--- src/rtl/mux_arb_pkg.sv ---
// Shared constants and state type for the 16-input round-robin mux arbiter.
package mux_arb_pkg;

  localparam int unsigned N_REQ       = 16;
  localparam int unsigned SEL_W       = 4;
  localparam int unsigned TIMEOUT_DEF = 15;

  typedef enum logic {
    IDLE = 1'b0,
    BUSY = 1'b1
  } arb_state_e;

endpackage

--- src/rtl/rr_priority_pick.sv ---
// Combinational rotating-priority encoder: first asserted request at or after ptr, wrapping.
module rr_priority_pick
  import mux_arb_pkg::*;
(
  input  logic [N_REQ-1:0] req,
  input  logic [SEL_W-1:0] ptr,
  output logic             any,
  output logic [SEL_W-1:0] idx
);

  // Index arithmetic is SEL_W bits wide, so ptr + i wraps modulo 16 on its own.
  always_comb begin
    any = 1'b0;
    idx = ptr;
    for (int unsigned i = 0; i < N_REQ; i++) begin
      if (!any && req[ptr + SEL_W'(i)]) begin
        any = 1'b1;
        idx = ptr + SEL_W'(i);
      end
    end
  end

endmodule

--- src/rtl/mux_rr_arbiter_16.sv ---
// Round-robin burst arbiter steering a 16:1, 16-bit mux onto a valid/ready output.
// Optional stall watchdog is compiled in with `define MUX_ARB_WATCHDOG_EN.
module mux_rr_arbiter_16
  import mux_arb_pkg::*;
#(
  parameter int unsigned N       = N_REQ,
  parameter int unsigned DATA_W  = 16,
  parameter int unsigned TIMEOUT = TIMEOUT_DEF
) (
  input  logic                  clk,
  input  logic                  rst,
  input  logic [N-1:0]          req,
  input  logic [N*DATA_W-1:0]   din,
  input  logic [N-1:0]          last,
  output logic [N-1:0]          gnt,
  output logic [SEL_W-1:0]      sel,
  output logic [DATA_W-1:0]     dout,
  output logic                  dout_valid,
  input  logic                  dout_ready,
  output logic                  timeout
);

  arb_state_e       state_q, state_d;
  logic [N-1:0]     gnt_d;
  logic [SEL_W-1:0] sel_d;
  logic [SEL_W-1:0] ptr_q, ptr_d;
  logic             timeout_d;
  logic             pick_any;
  logic [SEL_W-1:0] pick_idx;
  logic             xfer;

`ifdef MUX_ARB_WATCHDOG_EN
  localparam int unsigned CNT_W = 4;
  logic [CNT_W-1:0] cnt_q, cnt_d;
`else
  logic unused_timeout_cfg;
  assign unused_timeout_cfg = ^TIMEOUT;
`endif

  rr_priority_pick u_pick (
    .req (req),
    .ptr (ptr_q),
    .any (pick_any),
    .idx (pick_idx)
  );

  // Data path is unregistered: live din/req steered by the registered select.
  assign dout_valid = (state_q == BUSY) && req[sel];
  assign dout       = dout_valid ? din[32'(sel) * DATA_W +: DATA_W] : '0;
  assign xfer       = dout_valid && dout_ready;

  always_comb begin
    state_d   = state_q;
    gnt_d     = gnt;
    sel_d     = sel;
    ptr_d     = ptr_q;
    timeout_d = 1'b0;
`ifdef MUX_ARB_WATCHDOG_EN
    cnt_d     = cnt_q;
`endif
    case (state_q)
      IDLE: begin
        if (pick_any) begin
          state_d = BUSY;
          sel_d   = pick_idx;
          gnt_d   = N'(1) << pick_idx;
`ifdef MUX_ARB_WATCHDOG_EN
          cnt_d   = '0;
`endif
        end
      end
      BUSY: begin
        if (xfer && last[sel]) begin
          state_d = IDLE;
          gnt_d   = '0;
          ptr_d   = sel + SEL_W'(1);
        end
`ifdef MUX_ARB_WATCHDOG_EN
        else if (!xfer && (cnt_q == CNT_W'(TIMEOUT))) begin
          // Stalled too long: drop the burst and move priority past it.
          state_d   = IDLE;
          gnt_d     = '0;
          ptr_d     = sel + SEL_W'(1);
          timeout_d = 1'b1;
        end else begin
          cnt_d = xfer ? '0 : cnt_q + CNT_W'(1);
        end
`endif
      end
      default: state_d = IDLE;
    endcase
  end

  always_ff @(posedge clk) begin
    if (rst) begin
      state_q <= IDLE;
      gnt     <= '0;
      sel     <= '0;
      ptr_q   <= '0;
      timeout <= 1'b0;
`ifdef MUX_ARB_WATCHDOG_EN
      cnt_q   <= '0;
`endif
    end else begin
      state_q <= state_d;
      gnt     <= gnt_d;
      sel     <= sel_d;
      ptr_q   <= ptr_d;
      timeout <= timeout_d;
`ifdef MUX_ARB_WATCHDOG_EN
      cnt_q   <= cnt_d;
`endif
    end
  end

endmodule

--- config.mk ---
export PLATFORM = sky130hd
export DESIGN_NAME = mux_rr_arbiter_16
export DESIGN_NICKNAME = d
export VERILOG_FILES = /design/src/rtl/mux_arb_pkg.sv /design/src/rtl/rr_priority_pick.sv /design/src/rtl/mux_rr_arbiter_16.sv
export SDC_FILE = /design/constraint.sdc
export NUM_CORES = 1
export LEC_CHECK = 0
export CORE_UTILIZATION = 25
export DETAILED_ROUTE_END_ITERATION = 7
export GPL_TIMING_DRIVEN = 0
export SLEW_MARGIN = 30
export SYNTH_ARGS = -nofsm -noshare
export SYNTH_HDL_FRONTEND = slang
export SYNTH_SLANG_ARGS = --single-unit
--- constraint.sdc ---
create_clock -name clk -period 4.77 [get_ports clk]
set_input_delay 1.431 -clock clk [delete_from_list [all_inputs] [get_ports clk]]
set_output_delay 1.431 -clock clk [all_outputs]
set_load 0.1 [all_outputs]
==> summary.txt <==
Detailed routing
  • Vias per inst: between 5 and 6
  • DR vias: between 6000 and 7000
  • Wirelength per Cell: 26.57 um
  • Final wirelength: 32.89 mm
  • DRC Markers: 0
  • DRT antenna net count: 0
  • Router iterations before antenna repair: 5
  • Detailed Route Iter0 Violations: approximately 600

Power and ir drop
  • Sw Share: 0.4770
  • Reg power frac: 0.103
  • Pwr Density: about 230 mW/mm^2
  • Max VDD drop: between 0.1 and 0.15 mV
  • Clk network pwr share: 0.082
  • Static leakage: around 3.6 nW
  • P_sw: between 0.001 and 0.0015 W
  • Logic gate share of total power: 0.816
  • Int Power: about 0.0012 W

Synthesis
  • Mapped Cells: about 560
  • Post-synth EDFFs: 0
  • Compound-Gate Fraction of Synth Area: 0.1258
  • Distinct cells, synth: 81
  • Adder-Cell Fraction of Synth Area: 0.01874
  • Synthesized area per cell: approximately 11 um^2
  • Post-synthesis mux area share: 0.5233
  • Largest family of logic cells by synthesized area: multiplexers
  • Synth Warn #: 0
  • Synth Area in Simple Gates: 0.1701
  • Post-Syn Nets: 861
  • Post-synthesis sequential area ratio: 0.08330
  • Top FF cell, synth: dfxtp_1
  • Synth Area in XOR/XNOR: 0.02520
  • Yosys reg bits: 25
  • Syn Std Cell Area: 0.006008 mm^2
  • Post-synthesis async set-or-reset flop share: 0

Clock tree
  • Worst-skew pair later-pin latency: ~0.26 ns
  • Clock transition at path regs: roughly 0.070 ns
  • CTS H-tree depth: 1
  • CTS max path bufs: 2
  • CTS root buffer: clkbuf_16
  • Clock Sinks: 25
  • CTS tree: built
  • Total CTS buffers: 3

Worst hold path
  • HP Class: reg -> reg

Floorplanning
  • IO Pins: roughly 330
  • Die area: between 0.02 and 0.025 mm^2
  • Die Ht: 157.0 um
  • Initial Util: 0.2552
  • Core area: 0.02354 mm^2
  • Die X: 157.0 um
  • Row count: between 50 and 60

STA
  • Worst Skew: about 0.0066 ns
  • Minimum clock period: roughly 4.8 ns
  • Slew @ Worst Pin: 1.003 ns
  • Slew HR: 0.3294
  • Max-slew violations: 0
  • Fin crit share: 0.9998
  • Worst hold slack: roughly 0.46 ns
  • # setup viols final: 0
  • Final Hold Fails: 0
  • Highest clock rate: between 200 and 250 MHz

Setup path
  • Setup crit start kind: input port
  • Crit Path Max Fanout: 8
  • Critical path arrival: between 3 and 4 ns
  • Worst Setup End Kind: output port
  • Critical path required time: 3.34 ns
  • Crit path kind: in -> out

Place
  • IO Port Bufs: approximately 330
  • GPL Wtd Cong: ~0.9
  • Dpl hpwl: about 28 mm

Final layout
  • Commonest non-fill, non-tap cells in the layout: 284 x clkdlybuf4s50_1, 110 x mux4_2, 47 x nand2_1
  • Share of cells above drive strength 1: 0.3184
  • Layout area overhead: 72.82%
  • Post-layout util: 0.4411
  • Most common cell after layout, fill and taps aside: clkdlybuf4s50_1
  • Fill cells: ~2300
  • Nets: 1215

Global routing
  • GRT Total Usage: 0.2670
  • Grt ovf: 0
  • Vias in the first global route: just over 7000
  • Largest net degree at the start of global routing: 17
  • Global-route wire length before repair: ~48 mm
  • Antenna violations before repair: 7

Job
  • Total of max-cap violations: 0

Status
  • Outcome: complete, no violations
## synth_stat cells, drive strengths merged (4+ instances only)
master | number | area [um^2]
nor4 | 10 | 113.9
mux2 | 12 | 142.6
ha | 9 | 112.6
o21ai | 17 | 85.08
mux4 | 115 | 2609
a31oi | 4 | 25.02
o31ai | 9 | 67.56
o211ai | 4 | 35.03
a21oi | 16 | 83.83
a2111oi | 7 | 61.31
xor2 | 8 | 92.59
mux2i | 36 | 392.9
xnor2 | 5 | 58.81
nand2 | 48 | 180.2
nor2 | 25 | 93.84
a211oi | 4 | 30.03
inv | 9 | 33.79
or2 | 7 | 43.79
buf | 32 | 197.7
clkbuf | 23 | 86.33
nor2b | 11 | 68.82
o22ai | 4 | 25.02
nor3 | 17 | 101.4
nand3 | 20 | 100.1
and3 | 19 | 118.9
dfxtp | 25 | 500.5
o41ai | 13 | 128.9
## state kept, by name, indices dropped and copies added (netlist names)
name,flops
ptr_q,4
state_q,1
sel,4
gnt,16
## critical path, stage by stage
cell      delay, ns
buf_2          0.16
mux4_2         0.47
mux4_2         0.60
clkbuf_8       0.21
and3_2         0.26
buf_8          0.19
## power groups by stage
stage | clock, W | combinational, W | sequential [W]
2_1_floorplan | 0 | 0.00102 | 0.000338
3_3_place_gp | 0 | 0.00171 | 0.000247
3_5_place_dp | 0 | 0.00172 | 0.000247
4_1_cts | 0.000196 | 0.00183 | 0.000243
5_1_grt | 0.000204 | 0.00201 | 0.000245
6_report | 0.000193 | 0.00192 | 0.000243
## stage by stage
stage          worst slack [ns]  power [W]  TNS [ns]  area [um^2]  instances
2_1_floorplan           0.04975   0.001356         0         6026        561
3_3_place_gp             -1.401   0.001956    -33.00         9698       1207
3_5_place_dp             -1.436   0.001963    -32.65         9688       1207
4_1_cts               0.0002167   0.002272         0        10060       1225
5_1_grt                -0.02832   0.002464  -0.06560        10380       1235
6_report              0.0008262   0.002360         0        10380       1238
## path summary, 6_finish.rpt
| check | cells after the start | endpoint | from | slack, ns |
|---|---|---|---|---|
| worst min-delay path | 2 | gnt[1]$_SDFFE_PP0P_ | gnt[1]$_SDFFE_PP0P_ | 0.46 |
| worst max register to register | 20 | gnt[3]$_SDFFE_PP0P_ | ptr_q[1]$_SDFFE_PP0P_ | 0.12 |
| worst max-delay path | 6 | dout[7] | req[14] | 0.0008 |
| worst min register to register | 2 | gnt[1]$_SDFFE_PP0P_ | gnt[1]$_SDFFE_PP0P_ | 0.46 |
## kinds of logic (layout without fill, tap and decap cells)
kind of cell               Yosys count  in the layout
other                                1              6
DFF                                 25             25
xor gates and xnor gates            13             13
and+or+nand+nor                    183            183
muxes                              163            163
adders and majority gates            9              9
AOI/OAI and AO/OA                  103            103
buffers and inverters               64            417
## what timing repair did
item	4_1_cts	5_1_grt
buffers inserted	15	10
endpoints found under the setup margin	37	31
hold endpoints to repair	0	0
hold buffers	0	0
gates cloned	1	0
pin swaps	5	5
gates resized for setup	250	57
## per-layer routing
metal	track usage	part of all wire
met5	0	0
met2	0.4929	0.53
met1	0.3271	0.38
met3	0.04405	0.078
met4	0.04623	0.013
## area by class of cell
cell class / instances / area, um^2 / area share
inverters: 9 / 37.54 / 0.003615
multi-input cells: 472 / 5431 / 0.5231
well taps: 319 / 399.1 / 0.03844
clock buffers: 3 / 75.07 / 0.007230
flip-flops and latches: 25 / 506.7 / 0.04880
repair buffers: 353 / 3517 / 0.3387
diodes: 5 / 12.51 / 0.001205
plain buffers: 51 / 396.6 / 0.03820
clock inverters: 1 / 7.507 / 0.0007230
Note: power is estimated with default switching activity, not from simulation.
